File: config.mk
export PLATFORM = sky130hd
export DESIGN_NAME = mesh_eject_rx
export DESIGN_NICKNAME = d
export VERILOG_FILES = /design/src/rtl/mesh_eject_rx.sv
export SDC_FILE = /design/constraint.sdc
export NUM_CORES = 1
export LEC_CHECK = 0
export CAP_MARGIN = 0
export CORE_MARGIN = 3
export CORE_UTILIZATION = 45
export CTS_BUF_LIST = sky130_fd_sc_hd__clkbuf_4
export DETAILED_ROUTE_END_ITERATION = 6
export GPL_TIMING_DRIVEN = 0
export PLACE_DENSITY_LB_ADDON = 0.15
export REMOVE_ABC_BUFFERS = 1
export SKIP_CTS_REPAIR_TIMING = 1
export SYNTH_ARGS = -nofsm -noshare
export SYNTH_HDL_FRONTEND = slang
export SYNTH_SLANG_ARGS = --single-unit
File: constraint.sdc
create_clock -name clk -period 5.6 [get_ports clk]
set_clock_uncertainty 0.05 [all_clocks]
set_input_delay 1.12 -clock clk [delete_from_list [all_inputs] [get_ports clk]]
set_output_delay 1.12 -clock clk [all_outputs]
set_load 0.01 [all_outputs]
File: src/rtl/mesh_eject_rx.sv
// mesh_eject_rx: receive stage behind the mesh router's eject port.
// Filters flits by destination node ID and buffers the accepted payloads in a
// FIFO. A Wishbone slave in region 0x9xxxxxxx exposes RX_DATA, STATUS and
// CTRL, and rx_irq stays high while data is pending.
module mesh_eject_rx #(
    parameter logic [3:0]  MY_ID      = 4'b0000,
    parameter int unsigned DEPTH      = 8,
    parameter int unsigned DEPTH_LOG2 = 3
) (
    input  logic        clk,
    input  logic        rst_n,
    input  logic [33:0] eject_flit,
    input  logic [31:0] wb_adr,
    input  logic [31:0] wb_dat_o,
    output logic [31:0] wb_dat_i,
    input  logic        wb_we,
    input  logic        wb_stb,
    output logic        wb_ack,
    output logic        rx_irq
);

    localparam int unsigned PW = DEPTH_LOG2 + 1;
    typedef logic [PW-1:0] ptr_t;

    // Payload storage; needs no reset because occupancy is tracked by pointers.
    logic [28:0] mem_q [DEPTH];

    ptr_t        wr_ptr_q, wr_ptr_d;
    ptr_t        rd_ptr_q, rd_ptr_d;
    logic        overflow_q, overflow_d;
    logic        misroute_q, misroute_d;
    logic [7:0]  drop_cnt_q, drop_cnt_d;
    logic        ack_q, ack_d;
    logic [31:0] dat_q, dat_d;
    logic        irq_q, irq_d;

    ptr_t        count;
    logic        empty;
    logic        full;
    logic [28:0] head;

    logic        wb_accept;
    logic [1:0]  reg_sel;
    logic        pop;
    logic        ctrl_wr;
    logic        flush;
    logic        clr_sticky;
    logic        flit_valid;
    logic        flit_match;
    logic        push;
    logic        ovf_evt;
    logic        mis_evt;
    logic [31:0] status;
    logic [31:0] rd_data;
    logic [7:0]  drop_base;

    // Address and write-data bits that carry no meaning for this block.
    logic unused_bits;
    assign unused_bits = ^{wb_adr[27:4], wb_adr[1:0], wb_dat_o[31:2]};

    assign count = wr_ptr_q - rd_ptr_q;
    assign empty = (wr_ptr_q == rd_ptr_q);
    assign full  = (wr_ptr_q[PW-1] != rd_ptr_q[PW-1]) &&
                   (wr_ptr_q[PW-2:0] == rd_ptr_q[PW-2:0]);
    assign head  = mem_q[rd_ptr_q[PW-2:0]];

    assign wb_accept  = wb_stb && !ack_q && (wb_adr[31:28] == 4'h9);
    assign reg_sel    = wb_adr[3:2];
    assign pop        = wb_accept && !wb_we && (reg_sel == 2'd0) && !empty;
    assign ctrl_wr    = wb_accept && wb_we && (reg_sel == 2'd2);
    assign flush      = ctrl_wr && wb_dat_o[0];
    assign clr_sticky = ctrl_wr && wb_dat_o[1];

    assign flit_valid = eject_flit[33];
    assign flit_match = (eject_flit[32:29] == MY_ID);
    // A pop in the same cycle frees a slot, so a full FIFO can still accept.
    assign push       = flit_valid && flit_match && !flush && (!full || pop);
    assign ovf_evt    = flit_valid && flit_match && !flush && full && !pop;
    assign mis_evt    = flit_valid && !flit_match;

    // STATUS layout: count moves up to [15:8] when it no longer fits in 4 bits.
    always_comb begin
        status = '0;
        if (DEPTH <= 8) begin
            status = {16'h0, drop_cnt_q, misroute_q, overflow_q, full, empty, 4'(count)};
        end else begin
            status = {8'h0, drop_cnt_q, 8'(count), misroute_q, overflow_q, full, empty, 4'h0};
        end
    end

    // Read data mux; RX_DATA reflects the pre-push state of this cycle.
    always_comb begin
        rd_data = '0;
        if (!wb_we) begin
            case (reg_sel)
                2'd0: if (!empty) rd_data = {1'b1, 2'b00, head};
                2'd1: rd_data = status;
                default: rd_data = '0;
            endcase
        end
    end

    // Next-state for pointers, sticky flags, drop counter and bus outputs.
    always_comb begin
        wr_ptr_d   = flush ? '0 : wr_ptr_q + ptr_t'(push);
        rd_ptr_d   = flush ? '0 : rd_ptr_q + ptr_t'(pop);
        irq_d      = (wr_ptr_d != rd_ptr_d);
        // Clearing happens first so that a same-cycle event still sets.
        overflow_d = ovf_evt || (overflow_q && !clr_sticky);
        misroute_d = mis_evt || (misroute_q && !clr_sticky);
        drop_base  = clr_sticky ? 8'h00 : drop_cnt_q;
        drop_cnt_d = drop_base;
        if (ovf_evt && (drop_base != 8'hFF)) begin
            drop_cnt_d = drop_base + 8'h01;
        end
        ack_d = wb_accept;
        dat_d = wb_accept ? rd_data : '0;
    end

    // FIFO payload write.
    always_ff @(posedge clk) begin
        if (push) begin
            mem_q[wr_ptr_q[PW-2:0]] <= eject_flit[28:0];
        end
    end

    // Control and status state with asynchronous reset.
    always_ff @(posedge clk or negedge rst_n) begin
        if (!rst_n) begin
            wr_ptr_q   <= '0;
            rd_ptr_q   <= '0;
            overflow_q <= 1'b0;
            misroute_q <= 1'b0;
            drop_cnt_q <= '0;
            ack_q      <= 1'b0;
            dat_q      <= '0;
            irq_q      <= 1'b0;
        end else begin
            wr_ptr_q   <= wr_ptr_d;
            rd_ptr_q   <= rd_ptr_d;
            overflow_q <= overflow_d;
            misroute_q <= misroute_d;
            drop_cnt_q <= drop_cnt_d;
            ack_q      <= ack_d;
            dat_q      <= dat_d;
            irq_q      <= irq_d;
        end
    end

    assign wb_ack   = ack_q;
    assign wb_dat_i = dat_q;
    assign rx_irq   = irq_q;

endmodule

Yosys cells after proc, flatten, opt, wreduce, memory -nomap -nowiden --
Memory sizes are Yosys's and may differ from the RTL's. Cells that the tools add are included.
Storage, ports and cells: bits of input ports 102, output and inout port bits 34, memory bits (read-only) 0, memories kept 1, logic and storage cells 63, memory bits (writable) 232, latch bits 0, register bits after elaboration 52
Cells by class: multipliers 0, divide/modulo/power cells 0, eq/ne operators 8, mux-type cells 10, reductions and logical operators 32, bitwise operators 0, $lt $le $gt $ge 0, shift operators 0, $add $sub $neg 4
Memory list:
- mem_q | depth 8, bits a word 29, read ports 1, clocked after memory_dff 0, write ports 1, line 26 | logic [28:0] mem_q [DEPTH];
Operator list (number):
- 32-bit two-way mux | 3
- 32-bit case mux with 2 select lines | 1
- 1-bit logical AND | 19
- 8-bit two-way mux | 2
- 4-bit by 1-bit adder with 4-bit output | 2
- 8-bit by 1-bit adder with 8-bit output, second input constant | 1
- 1-bit logical NOT | 8
- 4-bit two-way mux | 2
- 8-bit inequality test, second input constant | 1
- 4-bit == test | 1
- 4-bit == test, second input constant | 1
- 4-bit logical NOT | 1
- 4-bit inequality test | 1
- 4-bit subtractor | 1
- 3-bit == test | 1
- 1-bit logical OR | 3
- 2-bit by 1-bit == test with 1-bit output, second input constant | 1
- 2-bit == test, second input constant | 1
- 2-bit logical NOT | 1
- 1-bit two-way mux | 2
- 1-bit inequality test | 1

Logic depth before layout (Yosys ltp) --
word-level depth 12, gate-level depth with buffers 16, mapped depth without buffers 11

Least setup slack after synthesis --
Ideal clock, no wire load.
kind input-to-reg, from input port wb_adr[30], to memory mem_q[1][0], enable pin, setup time 0.451 ns, path buffers 0, data arrival time 4.487 ns, setup slack 0.612 ns, cell stages on the path 5, required time 5.099 ns, cell sequence nand4bb_1 > or4b_1 > a211oi_1 > nand2_1 > nor3_1
Between the ends: cells in the longest elaborated chain, start to end 10, elaborated cells between the ends (all ways) 14, classes of those cells 1 x eq/ne; 2 x mux; 11 x reduce/logical
Ends and longest elaborated chain:
- start: declaration | line 13 | input logic [31:0] wb_adr,
- 4-bit == test * | line 67 | assign wb_accept = wb_stb && !ack_q && (wb_adr[31:28] == 4'h9);
- 1-bit logical AND * | line 67
- 1-bit logical AND (2 in series) | line 70 | assign ctrl_wr = wb_accept && wb_we && (reg_sel == 2'd2);
- 1-bit logical AND | line 71 | assign flush = ctrl_wr && wb_dat_o[0];
- 1-bit logical NOT | line 77 | assign push = flit_valid && flit_match && !flush && (!full || pop);
- 1-bit logical AND | line 77
- 1-bit logical AND * | line 77
- 1-bit two-way mux * | line 122 | if (push) begin
- 1-bit two-way mux (not written as such) * | line 123 | mem_q[wr_ptr_q[PW-2:0]] <= eject_flit[28:0];
- end: declaration | line 26
Every way passes the cells marked *; elsewhere a longest branch is shown, timed or not.

Worst setup path in the final report --
from register rd_ptr_q[2], to register irq_q (netlist: rx_irq)
Between the ends: cells in the longest elaborated chain, start to end 8, elaborated cells between the ends (all ways) 13, classes of those cells 2 x add/sub; 3 x eq/ne; 2 x mux; 6 x reduce/logical
Ends and longest elaborated chain:
- start: declaration | line 29 | ptr_t rd_ptr_q, rd_ptr_d;
- start signal: assignment | line 140 | rd_ptr_q <= rd_ptr_d;
- 4-bit == test / 3-bit == test (equally long branches) | line 62, 64
- 1-bit logical NOT / 1-bit logical AND (equally long branches)
- 1-bit logical AND / 1-bit logical NOT (equally long branches) | line 69, 77
- 1-bit logical OR | line 77
- 1-bit logical AND | line 77
- 4-bit by 1-bit adder with 4-bit output | line 105 | wr_ptr_d = flush ? '0 : wr_ptr_q + ptr_t'(push);
- 4-bit two-way mux | line 105
- 4-bit inequality test * | line 107 | irq_d = (wr_ptr_d != rd_ptr_d);
- via irq_d | line 35 | logic irq_q, irq_d;
- end signal: assignment | line 146 | irq_q <= irq_d;
- end: declaration | line 35
The timed path passes the listed nets; every way through them passes the cells marked *.

==> impl_metrics.ini <==
[status]
status = finished clean

[detailed_routing]
dr.pass1.iters = 5
wl_per_cell_um = 20.15
ant_nets = 0
viasPerCell = 5.284
num_vias = 5897
wirelength_um = 22490
drc_errors = 0
drtIter0Drc = 336

[yosys]
netlist_top_cells_area = edfxtp_1 (64%), mux4_2 (12%), dfrtp_1 (11%)
synthMuxAreaShare_pct = 12.38
netlist_area_um2 = 10970
synth_ff_type = edfxtp_1
synthXorXnorAreaFrac_pct = 1.038
synth_cell_types = 44
synth_top_area_share_pct = 63.52
synth-adder-area-share_pct = 1.095
yosysSeqAreaShare_pct = 74.93
yosysTopAreaCell = edfxtp_1
synth_top_family_by_area = multiplexers
synth_edf_count = 232
synth-compound-area-share_pct = 2.806
synth.avg_cell_area_um2 = 18.16
ys_ff_latch = 282
synthCells = 604
ys_async_sr_fraction_pct = 17.73
yosys_warnings = 0
synth_simple_gate_area_share_pct = 6.229

[sta]
finalCritPeriodShare_pct = 83.10
tightest_slew_ps = 923.7
fmax_mhz = 214.9
hold_viol_final = 0
min_period_ps = 4654
tns_ps = 0
setup_violations = 0
hold_slack_ps = 344.6
rsz0062_at_grt = false
relSlewSlack_pct = 37.55
maxSlewViolCount = 0

[floorplanning]
die_y_um = 162.1
ios = 136
rows = 56
core_area_um2 = 23680
dieArea_um2 = 26280
die_w_um = 162.1
initial_core_util_pct = 46.31

[setup_path]
critPathSlowestCell = dfrtp_2
rrSetupSlack_ps = 950
cp_top_family = adder cells
path_common_cell = ha_1
reg2reg_to = rx_irq
cpPeakStageDelay_ps = 900
cp-start-kind = flip-flop
cp-end-kind = flip-flop
cp.required_ps = 6060
reg2reg_from = rd_ptr_q[2]
reg2regPathDepth = 11
critPathBufInv = 2
crit_chain = inv_2 > ha_1 > nand3_1 > o21ai_2 > or2_2 > inv_1 > ha_1 > ha_1 > xnor2_1 > xnor2_1 > a41oi_1
crit_type = flip-flop to flip-flop
cp_max_fo = 30
arrival_ps = 5110

[layout]
final_common_cell = edfxtp_1
drive_gt1_share_pct = 27.01
mostFrequentLayoutCells = edfxtp_1 (232), clkbuf_4 (116), clkdlybuf4s50_1 (76), nand2_1 (62), mux4_2 (58)
num-nets-final = 853
area_delta_synth_final_pct = 21.78

[cts]
cts_tree = yes
clock_latency_ps = 660
cts_max_path_buffers = 3
path_clk_slew_ps = 70
cts_sinks = 282
cts_inserted_buffers = 73
htree_levels = 3
ctsRootBufferMaster = clkbuf_4

[placed_design]
dp_hpwl_um = 13330
io_buffers = 77
gp_congestion = 0.7394

[run]
maxCapViolCount = 0

[global_route]
grt_overflow = 0
grt_usage_pct = 17.97
antenna_found_initial = 2
grt_pass1_wl_um = 35730
grt_pass1_vias = 6496
grt_max_degree = 40

[power_and_ir_drop]
powerDensity_nw_per_um2 = 339.4
power_mw = 4.533
p_leak_nw = 4.624
max-vdd-ir-drop_uv = 215.7

[hold_path]
min_path_type = primary input to asynchronous set/reset pin
==> worst max path at each step <==
stage / depth (start not counted) / to / start
floorplan: 6 / mem_q[1][0] / rd_ptr_q[0]
global placement: 6 / mem_q[1][17] / rd_ptr_q[0]
detailed placement: 11 / rx_irq / rd_ptr_q[2]
CTS: 11 / rx_irq / rd_ptr_q[2]
global route: 11 / rx_irq / rd_ptr_q[2]
finish: 11 / rx_irq / rd_ptr_q[2]
==> report_power, final <==
group | total, mW | leakage, nW | switching, mW | internal [mW]
combinational | 0.381 | 1.27 | 0.191 | 0.191
clock | 1.81 | 0.585 | 0.783 | 1.03
sequential | 2.34 | 2.77 | 0.0409 | 2.30
total | 4.53 | 4.62 | 1.02 | 3.52
==> worst reg2reg max path, stage by stage, from the launching register on <==
cell and delay (ps):
dfrtp_2 900, inv_2 570, ha_1 520, nand3_1 160
o21ai_2 760, or2_2 590, inv_1 90, ha_1 210
ha_1 190, xnor2_1 210, xnor2_1 150, a41oi_1 120
==> routing by layer <==
metal / wire, um / share of wire (%) / track usage [%]
met5: 9 / 0.040 / 0
met4: 425 / 1.9 / 6.786
met3: 1541 / 6.9 / 5.177
met2: 11150 / 50 / 29.02
met1: 9358 / 42 / 23.38
==> cell type report <==
| type | instances | area [um2] |
|---|---|---|
| antenna | 1 | 2.502 |
| clock buffer | 115 | 863.3 |
| clock inverter | 14 | 120.1 |
| fill | 1926 | 10330 |
| inverter | 8 | 30.03 |
| multi-input combinational | 284 | 2649 |
| sequential | 282 | 8227 |
| tap | 319 | 399.1 |
| timing repair buffer | 93 | 1066 |
==> stage by stage <==
stage | cell area (um2) | util [%] | std cells | setup slack, ps
after floorplan | 10840 | - | 574 | -441.1
after global placement | 12010 | 50.70 | 970 | -4043
after detailed placement | 12360 | 52.20 | 985 | 758.0
after CTS | 13350 | 56.36 | 1114 | 747.3
after global routing | 13360 | 56.40 | 1116 | 578.5
final | 13360 | 56.40 | 1116 | 946.5
==> state kept, by name, indices dropped and copies added (netlist names) <==
register,cells
wr_ptr_q,4
mem_q,232
wb_dat_i,30
rd_ptr_q,4
overflow_q,1
wb_ack,1
misroute_q,1
drop_cnt_q,8
rx_irq,1
==> synth_stat cells, drive strengths merged (2+ instances only) <==
cell / number
xor2: 4
nand4b: 2
dfrtp: 50
mux2i: 4
clkbuf: 19
or4b: 2
or4: 3
mux4: 58
nor2: 32
or2: 2
nand2b: 4
o22a: 2
nor4b: 2
nand3: 6
o21ai: 5
a21oi: 42
and3: 2
edfxtp: 232
xnor2: 9
nor2b: 8
and2: 2
o31ai: 3
buf: 12
nor3: 7
nand4: 2
nand2: 62
ha: 8
inv: 8
==> kinds of logic after synthesis <==
group                    count (synthesis)
adder cells (fa/ha/maj)                  9
flip-flops                             282
AND/OR/NAND/NOR                        141
multiplexers                            63
buffers and inverters                   39
other                                    1
AO/OA/AOI/OAI                           56
XOR/XNOR                                13
Power figures use the tool's default switching activity.
